==> src/rtl/rob_retire_source.sv <==
// rob_retire_source: reorder buffer that allocates at dispatch, records completions and
// presents the oldest completed entry to retire. Optional define ROB_BYPASS_EN forwards a head completion in the same cycle.
`ifndef ROB_SZ
`define ROB_SZ 8
`endif

package rob_retire_pkg;
   localparam int ROB_DEPTH = `ROB_SZ;
   localparam int ROB_IDX_W = $clog2(ROB_DEPTH);
   localparam int XLEN      = 32;

   typedef struct packed {
      logic                 valid;
      logic [ROB_IDX_W-1:0] rob_index;
      logic [4:0]           dest_reg_idx;
      logic [XLEN-1:0]      NPC;
      logic [XLEN-1:0]      result;
      logic                 take_branch;
      logic                 halt;
      logic                 illegal;
   } CO_RE_PACKET;
endpackage

module rob_retire_source
   import rob_retire_pkg::*;
#(
   parameter int DEPTH = ROB_DEPTH,
   parameter int IDX_W = $clog2(DEPTH)
) (
   input  logic              clock,
   input  logic              reset,
   input  logic              dispatch_valid,
   input  logic [4:0]        dispatch_dest_reg_idx,
   input  logic [XLEN-1:0]   dispatch_NPC,
   output logic              dispatch_ready,
   output logic [IDX_W-1:0]  dispatch_rob_index,
   input  logic              complete_valid,
   input  logic [IDX_W-1:0]  complete_rob_index,
   input  logic [XLEN-1:0]   complete_result,
   input  logic              complete_take_branch,
   input  logic              complete_halt,
   input  logic              complete_illegal,
   input  logic              squash,
   output CO_RE_PACKET       co_package,
   output logic [IDX_W-1:0]  rob_head,
   input  logic              move_head,
   output logic [IDX_W:0]    count
);

   localparam logic [IDX_W:0] FULL_CNT = (IDX_W+1)'(DEPTH);

   logic [IDX_W-1:0] head_q, head_d;
   logic [IDX_W-1:0] tail_q, tail_d;
   logic [IDX_W:0]   count_q, count_d;
   logic             halted_q, halted_d;

   logic [DEPTH-1:0] valid_vec, done_vec, br_vec, halt_vec, ill_vec;
   logic [4:0]       dest_arr   [DEPTH];
   logic [XLEN-1:0]  npc_arr    [DEPTH];
   logic [XLEN-1:0]  result_arr [DEPTH];

   logic        dispatch_fire;
   logic        retire_fire;
   logic        head_valid;
   logic        head_done;
   CO_RE_PACKET co_d;

   assign dispatch_ready     = (count_q < FULL_CNT);
   assign dispatch_fire      = dispatch_valid && dispatch_ready;
   assign dispatch_rob_index = tail_q;
   assign rob_head           = head_q;
   assign count              = count_q;

   for (genvar gi = 0; gi < DEPTH; gi++) begin : g_entry
      logic            valid_q, done_q;
      logic [4:0]      dest_q;
      logic [XLEN-1:0] npc_q, result_q;
      logic            br_q, halt_q, ill_q;
      logic            alloc, cmp, ret;

      assign alloc = dispatch_fire && (tail_q == IDX_W'(gi));
      assign cmp   = complete_valid && valid_q && (complete_rob_index == IDX_W'(gi));
      assign ret   = retire_fire && (head_q == IDX_W'(gi));

      // Retire is applied last so a same-cycle (bypassed) completion never leaves the entry done.
      always_ff @(posedge clock) begin
         if (!reset) begin
            valid_q <= 1'b0;
            done_q  <= 1'b0;
         end else if (squash) begin
            valid_q <= 1'b0;
            done_q  <= 1'b0;
         end else begin
            if (alloc) begin
               valid_q <= 1'b1;
               done_q  <= 1'b0;
            end
            if (cmp) begin
               done_q <= 1'b1;
            end
            if (ret) begin
               valid_q <= 1'b0;
               done_q  <= 1'b0;
            end
         end
      end

      always_ff @(posedge clock) begin
         if (alloc) begin
            dest_q <= dispatch_dest_reg_idx;
            npc_q  <= dispatch_NPC;
         end
         if (cmp) begin
            result_q <= complete_result;
            br_q     <= complete_take_branch;
            halt_q   <= complete_halt;
            ill_q    <= complete_illegal;
         end
      end

      assign valid_vec[gi]  = valid_q;
      assign done_vec[gi]   = done_q;
      assign br_vec[gi]     = br_q;
      assign halt_vec[gi]   = halt_q;
      assign ill_vec[gi]    = ill_q;
      assign dest_arr[gi]   = dest_q;
      assign npc_arr[gi]    = npc_q;
      assign result_arr[gi] = result_q;
   end

   always_comb begin
      co_d       = '0;
      head_valid = valid_vec[head_q];
      head_done  = done_vec[head_q];
      if (!halted_q && head_valid && head_done) begin
         co_d.valid        = 1'b1;
         co_d.rob_index    = head_q;
         co_d.dest_reg_idx = dest_arr[head_q];
         co_d.NPC          = npc_arr[head_q];
         co_d.result       = result_arr[head_q];
         co_d.take_branch  = br_vec[head_q];
         co_d.halt         = halt_vec[head_q];
         co_d.illegal      = ill_vec[head_q];
      end
`ifdef ROB_BYPASS_EN
      if (!halted_q && head_valid && !head_done && complete_valid &&
          (complete_rob_index == head_q)) begin
         co_d.valid        = 1'b1;
         co_d.rob_index    = head_q;
         co_d.dest_reg_idx = dest_arr[head_q];
         co_d.NPC          = npc_arr[head_q];
         co_d.result       = complete_result;
         co_d.take_branch  = complete_take_branch;
         co_d.halt         = complete_halt;
         co_d.illegal      = complete_illegal;
      end
`endif
   end

   assign co_package  = co_d;
   assign retire_fire = move_head && co_d.valid;

   // A retired halt freezes presentation; only reset releases it, squash does not.
   always_comb begin
      head_d   = head_q;
      tail_d   = tail_q;
      count_d  = count_q;
      halted_d = halted_q;
      if (squash) begin
         head_d  = '0;
         tail_d  = '0;
         count_d = '0;
      end else begin
         if (dispatch_fire) begin
            tail_d = tail_q + 1'b1;
         end
         if (retire_fire) begin
            head_d = head_q + 1'b1;
            if (co_d.halt) begin
               halted_d = 1'b1;
            end
         end
         count_d = count_q + {{IDX_W{1'b0}}, dispatch_fire} - {{IDX_W{1'b0}}, retire_fire};
      end
   end

   always_ff @(posedge clock) begin
      if (!reset) begin
         head_q   <= '0;
         tail_q   <= '0;
         count_q  <= '0;
         halted_q <= 1'b0;
      end else begin
         head_q   <= head_d;
         tail_q   <= tail_d;
         count_q  <= count_d;
         halted_q <= halted_d;
      end
   end

endmodule

==> config.mk <==
export PLATFORM = sky130hd
export DESIGN_NAME = rob_retire_source
export DESIGN_NICKNAME = d
export VERILOG_FILES = /design/src/rtl/rob_retire_source.sv
export SDC_FILE = /design/constraint.sdc
export NUM_CORES = 1
export LEC_CHECK = 0
export CORE_AREA = 8 8 226 228
export DETAILED_ROUTE_END_ITERATION = 6
export DIE_AREA = 0 0 234 236
export PLACE_DENSITY = 0.67
export SLEW_MARGIN = 20
export SYNTH_ARGS = -nofsm -noshare
export SYNTH_HDL_FRONTEND = slang
export SYNTH_SLANG_ARGS = --single-unit
==> constraint.sdc <==
create_clock -name clock -period 5.8 [get_ports clock]
set_input_delay 0.58 -clock clock [delete_from_list [all_inputs] [get_ports clock]]
set_output_delay 0.58 -clock clock [all_outputs]
set_load 0.005 [all_outputs]
==> Word-level counts from Yosys, hierarchy flattened <==
Cells that the tools add are included.
{ "word_totals": {"register_bits": 603, "output_inout_bits": 87, "in_bits": 81} }
{ "op_classes": {"add_sub_neg": 4, "bitwise_logic": 3, "n_mux": 36, "reduce_logical": 58, "n_lt_le_gt_ge": 3, "n_eq_ne": 21} }
{ "op_table": {"columns": ["op", "count"], "rows": [
  ["$bmux 32 s3", 2],
  ["$mux 32", 4],
  ["$mux 76", 1],
  ["$eq 3x3->1 const B", 12],
  ["$logic_and 1x1->1", 36],
  ["$reduce_or 3->1", 8],
  ["$mux 1", 21],
  ["$eq 3x2->1 const B", 6],
  ["$reduce_bool 2->1", 8],
  ["$bmux 1 s3", 5],
  ["$bmux 5 s3", 1],
  ["$mux 5", 2],
  ["$eq 3x1->1 const B", 3],
  ["$logic_not 3->1", 3],
  ["$add 3x1->3 const B", 2],
  ["$add 4x1->4", 1],
  ["$ge 4x4->1 const B", 1],
  ["$lt 3x4->1 const B", 1],
  ["$lt 4x4->1 const B", 1],
  ["$not 3->4", 1],
  ["$sub 4x1->4", 1],
  ["$reduce_and 3->1", 1],
  ["$not 1->1", 2],
  ["$reduce_or 2->1", 1],
  ["$logic_not 1->1", 1]
]} }

==> Depth between registers and ports, before layout <==
Gate-level depths: netlist of run 1.
{ "depth": {"depth_word": 8, "depth_mapped": 10, "ltp_nobuf": 10} }

==> Worst setup path before layout of run 1 <==
No wires, ideal clock.
{ "synth_path": {"path_kind": "register -> register", "start": "reg head_q[1], in the netlist rob_head[1]", "end": "reg count_q[2], in the netlist count[2]", "arrival_time_ps": 2547, "setup_slack_ps": 3125, "period_less_slack_ps": 2675, "n_path_buf": 0, "t_required_ps": 5672, "stages_incl_launch_ff": 11, "cell_sequence": "dfxtp_1 -> inv_2 -> mux4_2 -> o32ai_4 -> ha_1 -> inv_1 -> ha_1 -> inv_1 -> fa_1 -> xor2_1 -> nor2_1"} }
{ "synth_via": {"elab_chain_cells": 7} }
{ "synth_rtl": {"columns": ["item", "line_no", "text"], "rows": [
  ["start, declared", "52", "logic [IDX_W-1:0] head_q, head_d;"],
  ["start signal, assigned", "189", "head_q <= '0;"],
  ["start signal, assigned", "194", "head_q <= head_d;"],
  ["$bmux 1 s3", "133", "head_valid = valid_vec[head_q];"],
  ["$mux 1 (not written as such)", "133", null],
  ["$logic_and 1x1->1", "135", "if (!halted_q && head_valid && head_done) begin"],
  ["$logic_and 1x1->1 *", "135", null],
  ["$mux 76 *", "135", null],
  ["$logic_and 1x1->1 *", "161", "assign retire_fire = move_head && co_d.valid;"],
  ["net retire_fire", "63", "logic retire_fire;"],
  ["$sub 4x1->4 *", "183", "count_d = count_q + {{IDX_W{1'b0}}, dispatch_fire} - {{IDX_W{1'b0}}, retire_fire};"],
  ["end signal, assigned", "196", "count_q <= count_d;"],
  ["end, declared", "54", "logic [IDX_W:0] count_q, count_d;"]
]} }
The timed path passes the listed nets; every way through them passes the cells marked *. The select of a mux whose other input is x is not followed.
A chain may end at the register's enable or synchronous reset.

==> out/qor.txt, run 1 <==
Outcome: completed
Cells after Synth: 1170
Unrepaired setup endpoints after global routing: false
Chip width: 234 µm
Cell mode on critical path: buf_4
# IOs: 168
Site row count: 80
Most common cell after layout, fill and taps aside: edfxtp_1
Final Max Tran Viols: 0
FFs w/ async S/R, synth: 0
Cell breakdown of the critical path: buf_4, buf_4, mux4_2, nand2_1, a21oi_2, clkdlybuf4s50_1
Worst Path Max Fanout: 43
# setup viols final: 0
WL final: 53000 µm
Synth Area in Adders: 0.00939
Post-placement setup slack: 1450 ps
Resize count post-CTS: 0
Reg-to-Reg End: count[2]$_SDFF_PP0_
Post-CTS Setup Bufs: 0
Antenna violations before repair: 5
Mapped Nets: 1268
Largest net degree at the start of global routing: 68
WL/cell: 26.2 µm
Clock Sinks: 603
Final ANT Viol Nets: 0
Worst-case reg-to-reg path depth: 10
Avg Inst Size Synth: 20.1 µm²
DR iter-0 viols: 969
Root Buffer: clkbuf_16
Mux contribution to synthesized area: 0.142
Crit path kind: reg -> out
Num CTS Buffers: 59
Most frequent cells in the layout: edfxtp_1, clkdlybuf4s50_1, nand2_1
Crit path to: co_package[49]
Worst-case clock buffer depth: 3
Pleak: 8.58 nW
Relative slew slack: 0.271
CP endpoint kind: output port
Die area: 55200 µm²
Final setup margin: 981 ps
Layout area overhead: 17.7%
Vias per inst: 5.77
CP top delay family: buffers and inverters
Critical path arrival: 4240 ps
Gr ovfl total: 0
Max IR drop VDD: 0.000217 V
Worst-Skew Late Latency: 610 ps
Compound-Gate Fraction of Synth Area: 0.0340
Post-DP HPWL: 28500 µm
Final cycle utilization of the critical path: 0.831
Reg clk slew, reported paths: 60 ps
Synth Area in XOR/XNOR: 0.00149
Residual DRC: 0
CP max stage delay: 810 ps
# H-tree levels: 2
Ys Warns: 0
Share of layout cells above drive strength 1: 0.226
Post-synth EDFFs: 576
Worst setup path start: rob_head[0]$_SDFFE_PP0P_
First-pass GRT wire length: 78200 µm
Starting Density: 0.496
Unique masters post-synth: 32
Post-Route Skew: 8.74 ps
MaxCap Viol Count: 0
Gpl congestion: 0.801
Filler cells: 3506
Drt first pass iters: 5
Tot Pwr: 0.00856 W
Seq/Total Area, Yosys: 0.760
CP Buf/Inv Count: 3
Endpoints failing hold: 0
Main combinational cell family by area after synthesis: multiplexers
Worst EP required: 5220 ps
Fin Setup TNS: 0 ps
Worst-Margin Slew: 1090 ps
Crit start category: flop
Top_reg_cell synth: edfxtp_1
FF-to-FF setup slack: 2520 ps
Yosys reg bits: 603
Minimum clock period: 4820 ps
Slowest cell on crit path: dfxtp_4
Post-synth design cell area: 23500 µm²
Core area: 47300 µm²
Pwr dens: 310 nW/µm²
PortBufs: 167
Final #Nets: 1461
Simple-Gate Fraction of Synth Area: 0.0364
DR vias: 11678
Die height: 236 µm
Crit. path cell count: 6
TritonCTS clock tree: done
Critical R2R Launch: rob_head[0]$_SDFFE_PP0P_
Vias in the first global route: 12161
Total GRT Usage: 0.192
Hold Buf Count CTS: 0
Peak Freq: 208 MHz
Worst Hold Class: reg -> reg
==> how the worst min path moves through the flow <==
stage / from / to / depth (start not counted)
3_5_place_dp: g_entry[2].valid_q$_SDFFE_PP0P_ / g_entry[2].valid_q$_SDFFE_PP0P_ / 2
3_3_place_gp: g_entry[0].valid_q$_SDFFE_PP0P_ / g_entry[0].valid_q$_SDFFE_PP0P_ / 2
5_1_grt: g_entry[6].valid_q$_SDFFE_PP0P_ / g_entry[6].valid_q$_SDFFE_PP0P_ / 2
2_1_floorplan: halted_q$_SDFFE_PN0P_ / halted_q$_SDFFE_PN0P_ / 1
6_report: g_entry[2].valid_q$_SDFFE_PP0P_ / g_entry[2].valid_q$_SDFFE_PP0P_ / 2
4_1_cts: g_entry[2].valid_q$_SDFFE_PP0P_ / g_entry[2].valid_q$_SDFFE_PP0P_ / 2
==> worst reg2reg max path, cell delays in order, from the launching register on <==
cell and delay (ps):
dfxtp_4 810, inv_2 190, mux4_2 390, o32ai_4 510
ha_1 330, inv_1 60, ha_1 160, inv_1 60
fa_1 400, xor2_1 160, nor2_1 50
==> state kept, by name, summed over array words and instances, names as in the netlist <==
signal / cells
g_entry.br_q: 8
g_entry.dest_q: 40
g_entry.result_q: 256
rob_head: 3
g_entry.ill_q: 8
g_entry.done_q: 8
g_entry.halt_q: 8
dispatch_rob_index: 3
g_entry.npc_q: 256
g_entry.valid_q: 8
halted_q: 1
count: 4
==> report_power, final <==
part           leakage, nW  internal [W]  switching (W)
clock network        0.865       0.00201        0.00154
logic                 2.29     0.0000852       0.000111
registers             5.42       0.00481      0.0000101
==> cells in the mapped netlist, types with 2 or more instances <==
cell type	count	area [µm²]
buf_6	5	56.3
xnor2_1	2	17.5
a311oi_1	12	105
ha_1	16	200
buf_4	7	52.6
a21oi_1	31	155
inv_1	19	71.3
buf_2	12	60.1
inv_2	3	11.3
o21ai_0	2	10.0
dfxtp_1	27	541
nand2b_1	3	18.8
mux4_2	146	3290
buf_1	13	48.8
nor2_1	23	86.3
a21oi_2	50	438
edfxtp_1	576	17300
a21boi_0	2	15.0
and2_1	5	31.3
a211oi_1	3	22.5
nand3_1	3	15.0
xor2_1	2	17.5
mux2i_1	4	40.0
and3_1	8	50.1
nand2_1	159	597
nor2b_1	9	56.3
clkbuf_1	23	86.3
==> final cells by class <==
class	instances	area [µm²]	share of cell area
inverter	22	83.8	0.00304
sequential	603	17800	0.646
multi-input combinational	485	5260	0.190
tap	615	769	0.0279
clock inverter	30	221	0.00802
clock buffer	73	1550	0.0561
antenna	3	7.51	0.000272
timing repair buffer	192	1870	0.0678
==> layer usage <==
layer	GRT usage	vias up	routed length (µm)
met5	0	-	28
met4	0.0450	4	897
met3	0.0385	69	3140
met2	0.313	329	26000
met1	0.265	6203	23000
li1	-	5073	-
==> through the flow <==
step	hold WS, ps	std cells	utilization	area (µm²)
2_1_floorplan	464	1170	-	23500
3_3_place_gp	489	1916	0.545	25800
5_1_grt	528	2020	0.583	27600
6_report	506	2023	0.583	27600
3_5_place_dp	502	1916	0.545	25800
4_1_cts	507	2019	0.583	27600
==> cells by family (layout without fill, tap and decap cells) <==
family	count (synthesis)	in the layout
AOI/OAI and AO/OA	104	104
xor gates and xnor gates	4	4
adders and majority gates	17	17
buffers and inverters	82	317
DFF	603	603
muxes	150	150
other	0	3
and+or+nand+nor	210	210
No activity file was read; power rests on OpenSTA's default activity.
==> run 2, diff against run 1 <==
Settings changed: PLACE_DENSITY 0.67 to 0.7.
Clock period 5.8 ns to 3.96 ns, I/O delays scaled along.
==> run 2 against run 1 <==
Net effect:
- worst setup slack worse by 730 ps
- sequential cell count unchanged
- first-iteration DRC count up 15%
- cell count up 0.69%
- non-clock buffer count up 11
- hold slack worse by 26 ps
- clock skew up 14 ps
- largest power group unchanged
==> out/qor.txt, run 2 (synthesized netlist as in run 1, its figures left out) <==
Outcome: completed
Die height: 236 µm
Largest net degree at the start of global routing: 149
Critical path arrival: 3310 ps
Max IR drop VDD: 0.000344 V
Site row count: 80
Total GRT Usage: 0.193
Post-Route Skew: 23.0 ps
Pleak: 8.62 nW
Worst EP required: 3560 ps
Post-DP HPWL: 30800 µm
Worst-case clock buffer depth: 3
Worst Path Max Fanout: 49
Starting Density: 0.496
Crit path kind: reg -> out
MaxCap Viol Count: 0
Num CTS Buffers: 58
Most common cell after layout, fill and taps aside: edfxtp_1
Most frequent cells in the layout: edfxtp_1, clkdlybuf4s50_1, nand2_1
DR iter-0 viols: 1114
# setup viols final: 0
WL/cell: 26.0 µm
Final cycle utilization of the critical path: 0.936
PortBufs: 167
Worst Hold Class: in -> reg
Final ANT Viol Nets: 0
# H-tree levels: 2
Clock Sinks: 603
Drt first pass iters: 5
Share of layout cells above drive strength 1: 0.232
Chip width: 234 µm
Vias in the first global route: 12337
Hold slack final: 480 ps
Gr ovfl total: 0
Residual DRC: 0
Endpoints failing hold: 0
Resize count post-CTS: 0
Peak Freq: 270 MHz
Gpl congestion: 0.795
Vias per inst: 5.74
Layout area overhead: 18.1%
Pwr dens: 448 nW/µm²
WL final: 52900 µm
Worst-Skew Late Latency: 600 ps
Die area: 55200 µm²
CP endpoint kind: output port
Biggest regs: g_entry.npc_q (256), g_entry.result_q (256), g_entry.dest_q (40)
Final Max Tran Viols: 0
DR vias: 11697
Unrepaired setup endpoints after global routing: false
First-pass GRT wire length: 79000 µm
Relative slew slack: 0.295
# IOs: 168
Fin Setup TNS: 0 ps
Final #Nets: 1471
TritonCTS clock tree: done
Hold Buf Count CTS: 0
Post-CTS Setup Bufs: 0
Minimum clock period: 3710 ps
Antenna violations before repair: 6
Core area: 47300 µm²
Crit start category: flop
Root Buffer: clkbuf_16
Reg clk slew, reported paths: 60 ps
Worst-Margin Slew: 1060 ps
## run 2: changes by cell type in the layout (fill, tap and decap cells not counted)
cell	previous run	this run
buf_12	1	5
inv_6	2	1
clkinv_1	18	12
clkbuf_1	13	19
clkinvlp_4	0	1
clkinv_8	1	0
buf_4	24	30
clkinv_2	7	11
diode_2	3	5
bufinv_16	3	2
clkbuf_16	60	59
buf_6	0	1
## run 2: metrics by stage
| step | area (µm²) | setup WS (ps) | total power [W] | utilization | std cells |
|---|---|---|---|---|---|
| final | 27700 | 255 | 0.0124 | 0.585 | 2037 |
| after global routing | 27700 | 130 | 0.0127 | 0.585 | 2033 |
| after CTS | 27700 | 234 | 0.0125 | 0.585 | 2032 |
| after detailed placement | 26000 | 879 | 0.00749 | 0.548 | 1928 |
| after global placement | 26000 | 912 | 0.00747 | 0.548 | 1928 |
| after floorplan | 23500 | 1280 | 0.00729 | - | 1170 |
## run 2: area by class of cell
class | instances | area (µm²)
Inverter | 22 | 83.8
Timing Repair Buffer | 203 | 2010
Clock inverter | 26 | 171
Tap cell | 615 | 769
Antenna cell | 5 | 12.5
Sequential cell | 603 | 17800
Multi-Input combinational cell | 485 | 5260
Fill cell | 3443 | 19600
Clock buffer | 78 | 1550
## run 2: final timing paths
path	slack, ps	end	cells past startpoint	from
max reg2reg	970	count[2]$_SDFF_PP0_	10	rob_head[1]$_SDFFE_PP0P_
min reg2reg	510	g_entry[4].valid_q$_SDFFE_PP0P_	2	g_entry[4].valid_q$_SDFFE_PP0P_
max	250	co_package[34]	6	rob_head[0]$_SDFFE_PP0P_
min	480	halted_q$_SDFFE_PN0P_	2	reset
## run 2: where the power goes
| group | internal, W | switching, W |
|---|---|---|
| combinational | 0.000128 | 0.000170 |
| clock | 0.00285 | 0.00221 |
| sequential | 0.00704 | 0.0000150 |
## run 2: critical path, stage by stage, from the launching register on
cell,delay (ps)
dfxtp_4,370
inv_2,130
mux4_2,590
o22a_4,600
buf_4,350
a21oi_1,140
clkdlybuf4s50_1,520
## run 2: layer usage
layer | up-vias | share of wire | GRT usage | routed length, µm
met2 | 369 | 0.49 | 0.311 | 25900
met3 | 73 | 0.064 | 0.0369 | 3380
met1 | 6163 | 0.43 | 0.269 | 22700
li1 | 5090 | - | - | -
met4 | 2 | 0.017 | 0.0467 | 876
met5 | - | 0.00032 | 0 | 17
==> run 3, diff against run 2 <==
Settings changed: PLACE_DENSITY 0.7 to 0.67.
Clock period 3.96 ns to 4.6 ns, I/O delays scaled along.
==> run 3 against run 2 <==
Net effect:
- register-to-register slack gained 660 ps
- clock skew shrank 10 ps
- clock-buffer cell count shrank 11
- final area is essentially flat
- critical path depth is the same
- power shrank 12%
- wire length shrank 2.1%
- via count shrank 0.19%
- worst setup slack gained 210 ps
==> out/qor.txt, run 3 (synthesized netlist as in run 1, its figures left out) <==
CP endpoint kind: output port
Starting Density: 0.496
WL final: 51700 µm
Antenna violations before repair: 7
Post-placement setup slack: 1070 ps
Chip width: 234 µm
Post-CTS Setup Bufs: 0
# setup viols final: 0
Final Max Tran Viols: 0
Biggest regs: g_entry.npc_q (256), g_entry.result_q (256), g_entry.dest_q (40)
Placed cell areas: 25800 µm²
# IOs: 168
Resize count post-CTS: 0
Final cycle utilization of the critical path: 0.899
# H-tree levels: 2
Peak Freq: 242 MHz
Minimum clock period: 4140 ps
Worst-case reg-to-reg path depth: 10
Post-DP HPWL: 29100 µm
Hold slack final: 510 ps
Max IR drop VDD: 0.000254 V
Endpoints failing hold: 0
MaxCap Viol Count: 0
Hold_sp: g_entry[6].valid_q$_SDFFE_PP0P_
Worst hold stages: 2
Residual DRC: 0
FF-to-FF setup slack: 1630 ps
Drt first pass iters: 5
Pleak: 8.62 nW
Filler cells: 3459
Layout area overhead: 18.2%
Root Buffer: clkbuf_16
First-pass GRT wire length: 76300 µm
Worst-case clock buffer depth: 3
Share of layout cells above drive strength 1: 0.231
Final instance area: 27700 µm²
Total GRT Usage: 0.187
Crit path kind: reg -> out
Largest net degree at the start of global routing: 149
Worst Path Max Fanout: 55
Core area: 47300 µm²
Final setup margin: 462 ps
WHS Endpoint: g_entry[6].valid_q$_SDFFE_PP0P_
Most frequent cells in the layout: edfxtp_1, clkdlybuf4s50_1, nand2_1
Post-Route Skew: 13.0 ps
Unrepaired setup endpoints after global routing: false
Critical R2R Launch: rob_head[1]$_SDFFE_PP0P_
Vias per inst: 5.75
Fin Setup TNS: 0 ps
Vias in the first global route: 11830
Die height: 236 µm
Utilization after layout: 0.586
Worst EP required: 4140 ps
Relative slew slack: 0.257
TritonCTS clock tree: done
Reg clk slew, reported paths: 60 ps
Most common cell after layout, fill and taps aside: edfxtp_1
WL/cell: 25.5 µm
Critical path arrival: 3680 ps
Clock Sinks: 603
Gpl congestion: 0.810
Hold Buf Count CTS: 0
Pwr dens: 396 nW/µm²
Die area: 55200 µm²
Worst-Skew Late Latency: 620 ps
DR vias: 11675
Reg-to-Reg End: count[2]$_SDFF_PP0_
Site row count: 80
Gr ovfl total: 0
Outcome: completed
Num CTS Buffers: 59
Final ANT Viol Nets: 0
DR iter-0 viols: 923
Worst Hold Class: reg -> reg
Crit start category: flop
Final #Nets: 1461
PortBufs: 167
Worst-Margin Slew: 1110 ps
run 3: cell types whose count changed in the layout (fill, tap and decap cells not counted), moves of 2 or more:
| cell | previous run | this run |
|---|---|---|
| diode_2 | 5 | 3 |
| clkinvlp_4 | 1 | 4 |
| buf_12 | 5 | 2 |
| clkbuf_1 | 19 | 7 |
| bufinv_16 | 2 | 5 |
| clkinv_1 | 12 | 22 |
| buf_4 | 30 | 23 |
run 3: layout make-up:
| cell class | instances | area [µm²] | area share |
|---|---|---|---|
| Clock inverter | 44 | 343 | 0.0124 |
| Multi-Input combinational cell | 485 | 5260 | 0.190 |
| Sequential cell | 603 | 17800 | 0.644 |
| Timing Repair Buffer | 192 | 1880 | 0.0680 |
| Tap cell | 615 | 769 | 0.0278 |
| Inverter | 22 | 83.8 | 0.00302 |
| Clock buffer | 67 | 1530 | 0.0551 |
| Antenna cell | 3 | 7.51 | 0.000271 |
run 3: worst max path at each step:
stage,startpoint,end,slack [ps],cells after the start
floorplan,rob_head[1]$_SDFFE_PP0P_,count[2]$_SDFF_PP0_,1920,10
global placement,rob_head[0]$_SDFFE_PP0P_,co_package[34],1030,6
detailed placement,rob_head[0]$_SDFFE_PP0P_,co_package[23],1070,6
CTS,rob_head[2]$_SDFFE_PP0P_,co_package[23],390,6
global route,rob_head[0]$_SDFFE_PP0P_,co_package[34],250,6
finish,rob_head[0]$_SDFFE_PP0P_,co_package[23],460,6
run 3: metrics by stage:
| step | power, W | std cells |
|---|---|---|
| after global placement | 0.00643 | 1917 |
| after detailed placement | 0.00644 | 1917 |
| after global routing | 0.0113 | 2028 |
| after floorplan | 0.00627 | 1170 |
| after CTS | 0.0111 | 2028 |
| final | 0.0110 | 2031 |
run 3: worst max-delay path: stages (launching register included):
cell	delay, ps
dfxtp_4	350
inv_2	150
mux4_2	590
o22a_4	580
buf_4	450
a21oi_1	300
clkdlybuf4s50_1	560
run 3: routing by layer:
| layer | track usage | up-vias | share of wire |
|---|---|---|---|
| li1 | - | 5092 | - |
| met1 | 0.265 | 6082 | 0.43 |
| met2 | 0.291 | 401 | 0.48 |
| met3 | 0.0408 | 92 | 0.070 |
| met4 | 0.0536 | 8 | 0.021 |
| met5 | 0 | - | 0.0010 |
run 3: power breakdown:
| group | switching [W] | internal, W | total [W] |
|---|---|---|---|
| Combinational | 0.000141 | 0.000107 | 0.000248 |
| Clock | 0.00199 | 0.00265 | 0.00464 |
| Sequential | 0.0000132 | 0.00606 | 0.00607 |
| Total | 0.00215 | 0.00882 | 0.0110 |
==> patch (flow settings as in run 2) <==
Set the package constant `XLEN` to 16 (it was 32).
--- a/src/rtl/rob_retire_source.sv
+++ b/src/rtl/rob_retire_source.sv
@@ -9,3 +9,3 @@
    localparam int ROB_IDX_W = $clog2(ROB_DEPTH);
-   localparam int XLEN      = 32;
+   localparam int XLEN      = 16;
 
Ports: changed (resized co_package, complete_result and dispatch_NPC); port bits go from 168 to 104. The function was not compared with the original's and may differ.
==> patch against run 2 <==
Synthesized area down 42%. Clock skew shrank 12 ps. Critical path type unchanged. Critical path depth is the same. Combinational power shrank 37%. Synthesized cell count shrank 38%. Worst hold slack gained 23 ps. Final area fell by 40%. Total power fell by 40%. First-iteration DRC count down 43%. Register-to-register slack gained 80 ps. Setup slack improved by 330 ps. Wire length shrank 40%. Sequential cell count down 256. Global-route usage fell by 7.9 points.
==> patch: results (changes against run 2) <==
.. list-table::
   :header-rows: 1

   * - Metric
     - Value
   * - Result of the run
     - finished clean
   * - Pin count of the biggest net entering global routing
     - 85 (-43%)
   * - Vias post-DR
     - 7,076 (-40%)
   * - Via count of the first global-routing pass
     - 7,427 (-40%)
   * - Count of flip-flops with a built-in enable after synthesis
     - 320 (-44%)
   * - Wire per inst
     - 21.15 um (-19%)
   * - Cell leakage power
     - 5.227 nW (-39%)
   * - Cell types occupying the most area after synthesis
     - edfxtp_1, mux4_2, dfxtp_1, nand2_1, ha_1
   * - Detailed Place HPWL
     - 19,450 um (-37%)
   * - Maximum vdd drop
     - 0.3215 mV (-6.6%)
   * - Total CTS buffers
     - 35 (-40%)
   * - Worst min-delay path category
     - reg2reg
   * - Nets@finish
     - 925 (-37%)
   * - Net switching fraction of the power
     - 0.1957 (+0.002878)
   * - Share of post-route cells with drive strength above 1
     - 0.2093 (-0.02290)
   * - First-pass GRT wire length
     - 47,450 um (-40%)
   * - Worst-skew pair later-pin latency
     - 510 ps (-90 ps)
   * - Worst Setup EP
     - co_package[41]
   * - Leading cell types by count after synthesis
     - edfxtp_1, nand2_1, mux4_2
   * - Number of buffers added on ports
     - 103 (-38%)
   * - Clock tree skew after final layout
     - 11.38 ps (-11.62 ps)
   * - GRT Resource Usage Total
     - 0.1140 (-0.07856)
   * - Worst slew margin relative to its limit
     - 0.4252 (+0.1302)
   * - Number of antenna violations at the first check in global routing
     - 7 (+1)
   * - Arrival time reported for the critical path endpoint
     - 2980 ps (-330 ps)
   * - Library cells used by synthesis
     - 33 (+3.1%)
   * - Hold Path End
     - g_entry[1].valid_q
   * - Area of placed instances
     - 0.01552 mm^2 (-40%)
   * - Share of the yosys chip area belonging to registers
     - 0.7406 (-0.01977)
==> patch: cell types whose count changed after synthesis, sizes merged, moves of 3 or more <==
cell / change
a21oi: -32
buf: -20
clkbuf: -3
edfxtp: -256
mux4: -64
nand2: -64
==> patch: area by class of cell <==
cell class / instances / area [um^2]
diodes: 3 / 7.507
fillers: 4421 / 30710
flip-flops and latches: 347 / 10160
multi-input cells: 325 / 3283
well taps: 615 / 769.5
clock buffers: 37 / 883.3
clock inverters: 25 / 222.7
inverters: 22 / 82.58
repair buffers: 128 / 1231
==> patch: worst max-delay path: stages, from the launching register on <==
cell and delay, ps:
dfxtp_4 350, inv_2 140, mux4_2 580, o22a_2 240
buf_4 280, nor2_1 300, clkdlybuf4s50_1 570
==> patch: routing by layer <==
layer	vias to the layer above	GRT usage	share of wire
met5	-	0	0.0016
met4	8	0.02670	0.012
met3	41	0.03541	0.076
met2	224	0.1854	0.49
met1	3665	0.1470	0.42
li1	3138	-	-
==> patch: through the flow <==
| step | std cells | hold WS (ps) | power (mW) | setup slack (ps) | utilization |
|---|---|---|---|---|---|
| CTS | 1499 | 501.4 | 7.535 | 522.0 | 0.3513 |
| finish | 1502 | 503.2 | 7.452 | 588.0 | 0.3514 |
| detailed placement | 1437 | 492.6 | 4.311 | 1064 | 0.3279 |
| floorplan | 731 | 463.9 | 4.186 | 1146 | - |
| global placement | 1437 | 488.3 | 4.302 | 1097 | 0.3279 |
| global route | 1500 | 527.4 | 7.693 | 424.9 | 0.3513 |
==> patch: cells by family (layout without fill, tap and decap cells) <==
kind of cell,Yosys count,after routing,share of synthesized area
flops,347,347,0.7406
simple gates,146,146,0.04482
xor+xnor,4,4,0.002557
other cells,0,3,0
compound gates,72,72,0.03834
fa+ha+maj,17,17,0.01607
mux,86,86,0.1377
buf+inv,59,212,0.01999
